File: config.mk
export PLATFORM = sky130hd
export DESIGN_NAME = alu_rs_dispatch_flat
export DESIGN_NICKNAME = d
export VERILOG_FILES = /design/src/rtl/alu_rs_dispatch_if.sv /design/src/rtl/alu_rs_dispatch.sv /design/src/flat_wrapper.sv
export SDC_FILE = /design/constraint.sdc
export NUM_CORES = 2
export LEC_CHECK = 0
export BUFFER_PORTS_ARGS = -buffer_cell sky130_fd_sc_hd__buf_2
export CAP_MARGIN = 25
export CELL_PAD_IN_SITES_DETAIL_PLACEMENT = 0
export CELL_PAD_IN_SITES_GLOBAL_PLACEMENT = 1
export CORE_UTILIZATION = 52
export DETAILED_ROUTE_END_ITERATION = 10
export HOLD_SLACK_MARGIN = 0.15
export PLACE_DENSITY = 0.86
export SYNTH_ARGS = -nofsm -noshare
export SYNTH_HDL_FRONTEND = slang
export SYNTH_SLANG_ARGS = --single-unit
File: constraint.sdc
create_clock -name clk -period 52.6 [get_ports clk]
set_input_delay 2.63 -clock clk [delete_from_list [all_inputs] [get_ports clk]]
set_output_delay 2.63 -clock clk [all_outputs]
set_load 0.05 [all_outputs]
File: src/rtl/alu_rs_dispatch_if.sv
// alu_rs_dispatch_if: dispatch, CDB, issue and occupancy signals of the ALU reservation station
interface alu_rs_dispatch_if #(
  parameter int TAG_W = 5,
  parameter int DEPTH = 8
);
  localparam int CW = $clog2(DEPTH) + 1;
  logic             flush;
  logic             disp_valid;
  logic             disp_ready;
  logic [15:0]      disp_pc;
  logic [3:0]       disp_opcode;
  logic [15:0]      disp_op1;
  logic             disp_op1_v;
  logic [TAG_W-1:0] disp_op1_tag;
  logic [15:0]      disp_op2;
  logic             disp_op2_v;
  logic [TAG_W-1:0] disp_op2_tag;
  logic [TAG_W-1:0] disp_rrf_dest;
  logic [1:0]       disp_cz;
  logic             disp_cmp;
  logic             cdb_valid;
  logic [TAG_W-1:0] cdb_tag;
  logic [15:0]      cdb_data;
  logic             iss_valid;
  logic [15:0]      iss_pc;
  logic [3:0]       iss_opcode;
  logic [15:0]      iss_opr1;
  logic [15:0]      iss_opr2;
  logic [TAG_W-1:0] iss_rrf_dest;
  logic [1:0]       iss_cz;
  logic             iss_cmp;
  logic [CW-1:0]    count;
  modport slave (
    input  flush, disp_valid, disp_pc, disp_opcode, disp_op1, disp_op1_v, disp_op1_tag,
           disp_op2, disp_op2_v, disp_op2_tag, disp_rrf_dest, disp_cz, disp_cmp,
           cdb_valid, cdb_tag, cdb_data,
    output disp_ready, iss_valid, iss_pc, iss_opcode, iss_opr1, iss_opr2, iss_rrf_dest,
           iss_cz, iss_cmp, count
  );
  modport master (
    output flush, disp_valid, disp_pc, disp_opcode, disp_op1, disp_op1_v, disp_op1_tag,
           disp_op2, disp_op2_v, disp_op2_tag, disp_rrf_dest, disp_cz, disp_cmp,
           cdb_valid, cdb_tag, cdb_data,
    input  disp_ready, iss_valid, iss_pc, iss_opcode, iss_opr1, iss_opr2, iss_rrf_dest,
           iss_cz, iss_cmp, count
  );
endinterface

File: src/rtl/alu_rs_dispatch.sv
// alu_rs_dispatch: reservation station that waits for operands on the CDB and issues one ready op per cycle
module alu_rs_dispatch #(
  parameter int DEPTH = 8,
  parameter int TAG_W = 5
) (
  input logic             clk,
  input logic             rst,
  alu_rs_dispatch_if.slave rs
);
  localparam int CW = $clog2(DEPTH) + 1;
  localparam int IW = $clog2(DEPTH);
  typedef struct packed {
    logic             v;
    logic [15:0]      pc;
    logic [3:0]       op;
    logic [15:0]      o1;
    logic             o1v;
    logic [TAG_W-1:0] t1;
    logic [15:0]      o2;
    logic             o2v;
    logic [TAG_W-1:0] t2;
    logic [TAG_W-1:0] dest;
    logic [1:0]       cz;
    logic             cmp;
  } ent_t;
  typedef struct packed {
    logic [15:0]      pc;
    logic [3:0]       op;
    logic [15:0]      o1;
    logic [15:0]      o2;
    logic [TAG_W-1:0] dest;
    logic [1:0]       cz;
    logic             cmp;
  } iss_t;
  ent_t          ent_q [DEPTH];
  ent_t          ent_d [DEPTH];
  ent_t          new_ent;
  iss_t          iss_q, iss_d;
  logic          iss_v_q, iss_v_d;
  logic [CW-1:0] cnt_q, cnt_d;
  logic [IW-1:0] free_idx, sel_idx;
  logic          has_sel, disp_fire, byp1, byp2;
  assign rs.disp_ready = cnt_q != CW'(DEPTH);
  assign disp_fire = rs.disp_valid && rs.disp_ready && !rs.flush;
  // Descending scan so the lowest index is the last (winning) assignment.
  always_comb begin
    free_idx = '0;
    sel_idx  = '0;
    has_sel  = 1'b0;
    for (int i = DEPTH - 1; i >= 0; i--) begin
      if (!ent_q[i].v) free_idx = IW'(i);
      if (ent_q[i].v && ent_q[i].o1v && ent_q[i].o2v) begin
        sel_idx = IW'(i);
        has_sel = 1'b1;
      end
    end
  end
  // Same-cycle broadcast is captured at dispatch so it cannot be missed.
  always_comb begin
    byp1         = !rs.disp_op1_v && rs.cdb_valid && rs.cdb_tag == rs.disp_op1_tag;
    byp2         = !rs.disp_op2_v && rs.cdb_valid && rs.cdb_tag == rs.disp_op2_tag;
    new_ent.v    = 1'b1;
    new_ent.pc   = rs.disp_pc;
    new_ent.op   = rs.disp_opcode;
    new_ent.o1   = byp1 ? rs.cdb_data : rs.disp_op1;
    new_ent.o1v  = rs.disp_op1_v || byp1;
    new_ent.t1   = rs.disp_op1_tag;
    new_ent.o2   = byp2 ? rs.cdb_data : rs.disp_op2;
    new_ent.o2v  = rs.disp_op2_v || byp2;
    new_ent.t2   = rs.disp_op2_tag;
    new_ent.dest = rs.disp_rrf_dest;
    new_ent.cz   = rs.disp_cz;
    new_ent.cmp  = rs.disp_cmp;
  end
  always_comb begin
    ent_d = ent_q;
    for (int i = 0; i < DEPTH; i++) begin
      if (ent_q[i].v && !ent_q[i].o1v && rs.cdb_valid && ent_q[i].t1 == rs.cdb_tag) begin
        ent_d[i].o1  = rs.cdb_data;
        ent_d[i].o1v = 1'b1;
      end
      if (ent_q[i].v && !ent_q[i].o2v && rs.cdb_valid && ent_q[i].t2 == rs.cdb_tag) begin
        ent_d[i].o2  = rs.cdb_data;
        ent_d[i].o2v = 1'b1;
      end
    end
    if (has_sel) ent_d[sel_idx].v = 1'b0;
    if (disp_fire) ent_d[free_idx] = new_ent;
    if (rs.flush) for (int i = 0; i < DEPTH; i++) ent_d[i].v = 1'b0;
  end
  always_comb begin
    iss_v_d = has_sel && !rs.flush;
    iss_d   = iss_v_d ? {ent_q[sel_idx].pc, ent_q[sel_idx].op, ent_q[sel_idx].o1, ent_q[sel_idx].o2,
                         ent_q[sel_idx].dest, ent_q[sel_idx].cz, ent_q[sel_idx].cmp} : iss_q;
    cnt_d   = rs.flush ? '0 : cnt_q + CW'(disp_fire) - CW'(has_sel);
  end
  always_ff @(posedge clk or posedge rst) begin
    if (rst) begin
      for (int i = 0; i < DEPTH; i++) ent_q[i] <= '0;
      iss_q   <= '0;
      iss_v_q <= 1'b0;
      cnt_q   <= '0;
    end else begin
      ent_q   <= ent_d;
      iss_q   <= iss_d;
      iss_v_q <= iss_v_d;
      cnt_q   <= cnt_d;
    end
  end
  assign rs.iss_valid    = iss_v_q;
  assign rs.iss_pc       = iss_q.pc;
  assign rs.iss_opcode   = iss_q.op;
  assign rs.iss_opr1     = iss_q.o1;
  assign rs.iss_opr2     = iss_q.o2;
  assign rs.iss_rrf_dest = iss_q.dest;
  assign rs.iss_cz       = iss_q.cz;
  assign rs.iss_cmp      = iss_q.cmp;
  assign rs.count        = cnt_q;
endmodule

File: src/flat_wrapper.sv
// flat-port wrapper written by rule: the top's interface ports become plain ports
module alu_rs_dispatch_flat 
#(
  parameter int DEPTH = 8,
  parameter int TAG_W = 5
)
  (clk, rst, rs_flush, rs_disp_valid, rs_disp_pc, rs_disp_opcode, rs_disp_op1, rs_disp_op1_v, rs_disp_op1_tag, rs_disp_op2, rs_disp_op2_v, rs_disp_op2_tag, rs_disp_rrf_dest, rs_disp_cz, rs_disp_cmp, rs_cdb_valid, rs_cdb_tag, rs_cdb_data, rs_disp_ready, rs_iss_valid, rs_iss_pc, rs_iss_opcode, rs_iss_opr1, rs_iss_opr2, rs_iss_rrf_dest, rs_iss_cz, rs_iss_cmp, rs_count);
  alu_rs_dispatch_if #(.TAG_W(TAG_W), .DEPTH(DEPTH)) rs_i ();
  input logic clk;
  input logic rst;
  input wire logic [$bits(rs_i.flush)-1:0] rs_flush;
  input wire logic [$bits(rs_i.disp_valid)-1:0] rs_disp_valid;
  input wire logic [$bits(rs_i.disp_pc)-1:0] rs_disp_pc;
  input wire logic [$bits(rs_i.disp_opcode)-1:0] rs_disp_opcode;
  input wire logic [$bits(rs_i.disp_op1)-1:0] rs_disp_op1;
  input wire logic [$bits(rs_i.disp_op1_v)-1:0] rs_disp_op1_v;
  input wire logic [$bits(rs_i.disp_op1_tag)-1:0] rs_disp_op1_tag;
  input wire logic [$bits(rs_i.disp_op2)-1:0] rs_disp_op2;
  input wire logic [$bits(rs_i.disp_op2_v)-1:0] rs_disp_op2_v;
  input wire logic [$bits(rs_i.disp_op2_tag)-1:0] rs_disp_op2_tag;
  input wire logic [$bits(rs_i.disp_rrf_dest)-1:0] rs_disp_rrf_dest;
  input wire logic [$bits(rs_i.disp_cz)-1:0] rs_disp_cz;
  input wire logic [$bits(rs_i.disp_cmp)-1:0] rs_disp_cmp;
  input wire logic [$bits(rs_i.cdb_valid)-1:0] rs_cdb_valid;
  input wire logic [$bits(rs_i.cdb_tag)-1:0] rs_cdb_tag;
  input wire logic [$bits(rs_i.cdb_data)-1:0] rs_cdb_data;
  output wire logic [$bits(rs_i.disp_ready)-1:0] rs_disp_ready;
  output wire logic [$bits(rs_i.iss_valid)-1:0] rs_iss_valid;
  output wire logic [$bits(rs_i.iss_pc)-1:0] rs_iss_pc;
  output wire logic [$bits(rs_i.iss_opcode)-1:0] rs_iss_opcode;
  output wire logic [$bits(rs_i.iss_opr1)-1:0] rs_iss_opr1;
  output wire logic [$bits(rs_i.iss_opr2)-1:0] rs_iss_opr2;
  output wire logic [$bits(rs_i.iss_rrf_dest)-1:0] rs_iss_rrf_dest;
  output wire logic [$bits(rs_i.iss_cz)-1:0] rs_iss_cz;
  output wire logic [$bits(rs_i.iss_cmp)-1:0] rs_iss_cmp;
  output wire logic [$bits(rs_i.count)-1:0] rs_count;
  assign rs_i.flush = rs_flush;
  assign rs_i.disp_valid = rs_disp_valid;
  assign rs_i.disp_pc = rs_disp_pc;
  assign rs_i.disp_opcode = rs_disp_opcode;
  assign rs_i.disp_op1 = rs_disp_op1;
  assign rs_i.disp_op1_v = rs_disp_op1_v;
  assign rs_i.disp_op1_tag = rs_disp_op1_tag;
  assign rs_i.disp_op2 = rs_disp_op2;
  assign rs_i.disp_op2_v = rs_disp_op2_v;
  assign rs_i.disp_op2_tag = rs_disp_op2_tag;
  assign rs_i.disp_rrf_dest = rs_disp_rrf_dest;
  assign rs_i.disp_cz = rs_disp_cz;
  assign rs_i.disp_cmp = rs_disp_cmp;
  assign rs_i.cdb_valid = rs_cdb_valid;
  assign rs_i.cdb_tag = rs_cdb_tag;
  assign rs_i.cdb_data = rs_cdb_data;
  assign rs_disp_ready = rs_i.disp_ready;
  assign rs_iss_valid = rs_i.iss_valid;
  assign rs_iss_pc = rs_i.iss_pc;
  assign rs_iss_opcode = rs_i.iss_opcode;
  assign rs_iss_opr1 = rs_i.iss_opr1;
  assign rs_iss_opr2 = rs_i.iss_opr2;
  assign rs_iss_rrf_dest = rs_i.iss_rrf_dest;
  assign rs_iss_cz = rs_i.iss_cz;
  assign rs_iss_cmp = rs_i.iss_cmp;
  assign rs_count = rs_i.count;
  alu_rs_dispatch #(.DEPTH(DEPTH), .TAG_W(TAG_W)) u_core (.clk(clk), .rst(rst), .rs(rs_i));
endmodule
# Yosys cells after proc, flatten, opt, wreduce, memory -nomap -nowiden

Cells that the tools add are included.
W data, S select, Z words.

Add/subtract/negate cells: 2
Magnitude comparators: 4
Equal/unequal tests: 19
Mux-type cells: 62
Bitwise gates (word level): 2
Reduce and logical (&&, ||, !) cells: 94

Operators by type and width:

| cell                 | count |
|---|---|
| $bwmux W584          | 2 |
| $mux W584            | 2 |
| $demux W73 S3        | 2 |
| $mux W17             | 16 |
| $bmux W73 S3         | 1 |
| $mux W73             | 2 |
| $mux W72             | 2 |
| $eq A5 B5 Y1         | 18 |
| $logic_and A1 B1 Y1  | 73 |
| $mux W3              | 16 |
| $mux W16             | 2 |
| $logic_not A1 Y1     | 19 |
| $mux W1              | 16 |
| $ge A4 B4 Y1 const B | 2 |
| $lt A4 B1 Y1 const B | 2 |
| $not A3 Y4           | 2 |
| $add A4 B1 Y4        | 1 |
| $mux W4              | 1 |
| $ne A4 B4 Y1 const B | 1 |
| $sub A4 B1 Y4        | 1 |
| $logic_or A1 B1 Y1   | 2 |

Register bits after elaboration: 649
Input port bits: 98
Output and inout bits: 66
Word-level logic and storage cells: 288

# Longest topological paths before layout

Word-level depth: 20
Gate-level depth with buffers: 12
Mapped depth without buffers: 10

# Least setup slack after synthesis

No wires, ideal clock.

Path type: input to register
Start point: input rs_cdb_tag[0]
End point: register u_core.ent_q[188] in the netlist's numbering
Library setup time: 124 ps
Arrival: 4,262 ps
Data required time: 52,476 ps
Path slack: 48,214 ps
Cell stages on the path: 8
Path buffers: 3
Path through: buf_2 -> buf_4 -> xnor2_1 -> nand4_1 -> or4_1 -> o21ai_2 -> buf_2 -> a21oi_1

RTL lines:

| what                 | RTL line               | source |
|---|---|---|
| from (decl)          | flat_wrapper.sv:25     | `input wire logic [$bits(rs_i.cdb_tag)-1:0] rs_cdb_tag;` |
| to (signal assigned) | alu_rs_dispatch.sv:104 | `ent_q <= ent_d;` |
| to (decl)            | alu_rs_dispatch.sv:35  | `ent_t ent_q [DEPTH];` |

# Final worst setup path

Start point: input rs_flush
End point: register u_core.iss_q (netlist bit u_core.rs.iss_pc[12])

Word-level cells in the longest chain between the ends: 2

RTL lines:

| what                 | RTL line               | source |
|---|---|---|
| from (decl)          | flat_wrapper.sv:11     | `input wire logic [$bits(rs_i.flush)-1:0] rs_flush;` |
| $logic_not A1 Y1     | alu_rs_dispatch.sv:92  | `iss_v_d = has_sel && !rs.flush;` |
| $logic_and A1 B1 Y1  | alu_rs_dispatch.sv:92  |  |
| to (signal assigned) | alu_rs_dispatch.sv:105 | `iss_q <= iss_d;` |
| to (decl)            | alu_rs_dispatch.sv:38  | `iss_t iss_q, iss_d;` |

No other way between the ends.
A chain may end at the register's enable or synchronous reset.

==> impl_metrics.py <==
metrics = {
    "grt": {
        "track_usage_pct": 34.0,
        "antenna_found_initial": 8,
        "grt_max_degree": 109,
        "grt_pass1_vias": 25637,
        "grt_pass1_wl_um": 155000,
        "gr-total-overflow": 0,
    },
    "synthesis": {
        "synthFlopType": "dfrtp_1",
        "syn-cell-area_mm2": 0.0306,
        "synth-seq-cells": 649,
        "synth-async-reset-ratio_pct": 100,
        "syn_inst": 3158,
        "synth_cell_types": 66,
        "ys_seq_area_share_pct": 53.0,
        "synth_edf_count": 0,
        "syn_nets": 3262,
        "yosysWarnings": 0,
        "postSynthAreaPerCell_um2": 9.70,
    },
    "timing": {
        "worst_slack_ns": 47.43,
        "tns_ns": 0,
        "period_share_pct": 9.83,
        "relSlewSlack_pct": 25.6,
        "hold_viol_final": 0,
        "period_minus_slack_ns": 5.17,
        "drv_slew": 0,
        "timing.fmax_mhz": 193,
        "worst_pin_slew_ns": 1.11,
        "grt_setup_unrepaired": "no",
        "finalSetupViolations": 0,
        "whs_ns": 0.461,
        "fin_worst_skew_ns": 0.0181,
    },
    "placement": {
        "place.gp.congestion": 0.911,
        "pre_cts_slack_ns": 46.78,
        "port_buffers": 163,
        "dp_hpwl_um": 61200,
        "dpl_cell_area_mm2": 0.0317,
    },
    "routing": {
        "first_pass_iters": 6,
        "drc_errors": 0,
        "route.vias.total": 25732,
        "wirelength_um": 101000,
        "wire_per_inst_um": 25.4,
        "drt_iter0_drc": 3301,
        "drtAntennaViolNets": 0,
        "vias_per_cell": 6.44,
    },
    "cells_and_area": {
        "drive_gt1_share_pct": 17.8,
        "flow.area_growth_from_synthesis_pct": 11.4,
        "nets": 3283,
        "fillCellCount": 5009,
        "design_area_mm2": 0.0341,
    },
    "clocking": {
        "cts_resized": 0,
        "postCtsSetupRepairBufs": 0,
        "clock-root-buffer": "clkbuf_16",
        "tritoncts": "yes",
        "clk_path_buf_depth": 3,
        "clock_latency_ns": 0.62,
        "numCtsBuffers": 70,
        "clkTransAtPathRegs_ns": 0.06,
        "htree_levels": 3,
        "cts_num_sinks": 649,
        "holdBufCountCts": 0,
    },
    "floorplanning": {
        "die_w_um": 245,
        "io_pins": 164,
        "start_util_pct": 52.9,
        "die_h_um": 245,
        "core_area_mm2": 0.0579,
        "die_area_mm2": 0.0599,
        "rows": 88,
    },
    "pwr": {
        "p_leak_nw": 16.3,
        "power_density_mw_per_mm2": 40.3,
        "irDropWorstVdd_mv": 0.0341,
    },
    "worst_hold_path": {
        "hold_end": "u_core.ent_q[70]$_DFFE_PP0P_",
        "min-delay-start": "u_core.ent_q[70]$_DFFE_PP0P_",
        "hp-class": "register to register",
        "min_path_cells": 2,
    },
    "worst_setup_path": {
        "critPathArrivalTime_ns": 5.66,
        "cp-end-kind": "register",
        "required_ns": 53.09,
        "rr_startpoint": "u_core.ent_q[291]$_DFF_PP0_",
        "rr_endpoint": "u_core.rs.iss_pc[12]$_DFFE_PP0P_",
        "worst-setup-path-type": "input pin to register",
        "reg2reg_depth": 7,
        "reg2reg_slack_ns": 48.33,
        "critPathMaxFanout": 83,
        "start_kind": "input pin",
    },
    "run_status": {
        "status": "finished, final reports clean",
    },
    "job": {
        "drv_cap": 0,
    },
}
routing by layer:
metal	global-route usage, %	wire (µm)	up-vias
li1	-	-	11053
met1	44.8	40200	12868
met2	54.5	47300	1493
met3	7.05	9620	310
met4	15.0	4260	8
met5	0	60	-
cell families (layout without fill, tap and decap cells):
| kind of cell | Yosys count | in the layout | share of synthesized area, % |
|---|---|---|---|
| adder cells (fa/ha/maj) | 6 | 6 | 0.270 |
| buffers and inverters | 300 | 369 | 4.51 |
| flip-flops | 649 | 649 | 53.0 |
| AND/OR/NAND/NOR | 1189 | 1189 | 16.3 |
| other | 0 | 4 | 0 |
| multiplexers | 284 | 284 | 10.1 |
| XOR/XNOR | 92 | 92 | 2.63 |
| AO/OA/AOI/OAI | 638 | 638 | 13.2 |
worst max path at each step:
stage	from	endpoint	slack, ns
CTS	rs_flush	u_core.ent_q[184]$_DFF_PP0_	47.36
finish	rs_flush	u_core.rs.iss_pc[12]$_DFFE_PP0P_	47.43
global route	rs_cdb_tag[4]	u_core.ent_q[561]$_DFF_PP0_	47.29
floorplan	rst	u_core.ent_q[0]$_DFFE_PP0P_	31.79
global placement	rs_flush	u_core.ent_q[167]$_DFF_PP0_	46.90
detailed placement	rs_flush	u_core.ent_q[184]$_DFF_PP0_	46.78
stage by stage:
stage / cells / util, % / total power [mW]
after global placement: 3858 / 54.6 / 0.885
after floorplan: 3158 / - / 0.819
after global routing: 3993 / 58.9 / 1.43
final: 3996 / 58.9 / 1.38
after detailed placement: 3865 / 54.8 / 0.896
after CTS: 3985 / 58.6 / 1.38
cell usage after synthesis (3+ instances only):
master    instances  area (µm²)
mux2_2          190        2140
or2_2            11        68.8
a31oi_1          12        75.1
o21ai_2           3        26.3
buf_1            12        45.0
inv_1            28         105
o32a_1            7        70.1
o311a_1          10         100
nand2_1         486        1820
xnor2_1          67         587
or4_1             5        37.5
o22ai_1         296        1850
a21oi_1         129         646
xor2_1           25         219
o221ai_1          6        52.6
nor4_2            4        50.1
o22a_1           30         263
nor2b_1           3        18.8
dfrtp_1         649       16200
nand3_1         101         505
buf_6             8        90.1
nor2_1          468        1760
mux2i_1          92         921
o21ai_0          69         345
and2_1            3        18.8
buf_2           106         531
buf_4            16         120
clkbuf_1        128         480
nor3_1           19        95.1
a21oi_2           5        43.8
a22oi_1          28         210
nor4_1           12        75.1
nand2b_1          5        31.3
nand4_1          29         181
o21ai_1           6        30.0
a221oi_1         10        87.6
a311oi_1         17         149
nand3_2           3        30.0
ha_1              5        62.6
and3_1           23         144
registers in the layout (all words and copies together), names as in the netlist:
| name | cells |
|---|---|
| u_core.rs.iss_pc | 16 |
| u_core.rs.iss_opr1 | 16 |
| u_core.rs.iss_valid | 1 |
| u_core.rs.iss_opr2 | 16 |
| u_core.rs.iss_opcode | 4 |
| u_core.rs.iss_cmp | 1 |
| u_core.rs.iss_cz | 2 |
| u_core.rs.count | 4 |
| u_core.rs.iss_rrf_dest | 5 |
| u_core.ent_q | 584 |
placed cells by master, fill, tap and decap left out, types with 6 or more instances in the layout:
cell       netlist  layout
dfrtp_1        649     649
nand2_1        486     483
nor2_1         468     464
o22ai_1        296     296
mux2_2         190     190
buf_2          106     163
a21oi_1        129     129
nand3_1        101     101
mux2i_1         92      92
clkbuf_16        0      71
o21ai_0         69      69
xnor2_1         67      67
buf_4           16      44
o22a_1          30      30
nand4_1         29      29
a22oi_1         28      28
inv_1           28      27
xor2_1          25      25
and3_1          23      23
nor3_1          19      18
a311oi_1        17      17
clkbuf_1       128      14
clkbuf_8         0      14
clkinv_2         0      12
nor4_1          12      11
or2_2           11      11
a31oi_1         12      11
a221oi_1        10      10
o311a_1         10      10
o32a_1           7       7
o221ai_1         6       6
where the power goes:
part | internal [mW] | leakage [nW] | switching [mW]
combinational | 0.0906 | 6.65 | 0.172
sequential | 0.577 | 8.57 | 0.0513
clock | 0.282 | 1.10 | 0.203
cell type report:
class	count	area (µm²)	share of cell area, %
multi-input cells	2209	13100	38.5
clock buffers	99	2020	5.93
inverters	28	113	0.330
clock inverters	21	201	0.590
well taps	765	957	2.81
repair buffers	221	1440	4.22
flip-flops and latches	649	16200	47.6
diodes	4	10.0	0.0293
worst max-delay path: stages:
cell      delay (ns)
buf_2           0.21
inv_1           0.55
and2_4          0.64
buf_4           0.83
o221ai_1        0.28
o32a_1          0.40
Power figures use the tool's default switching activity.
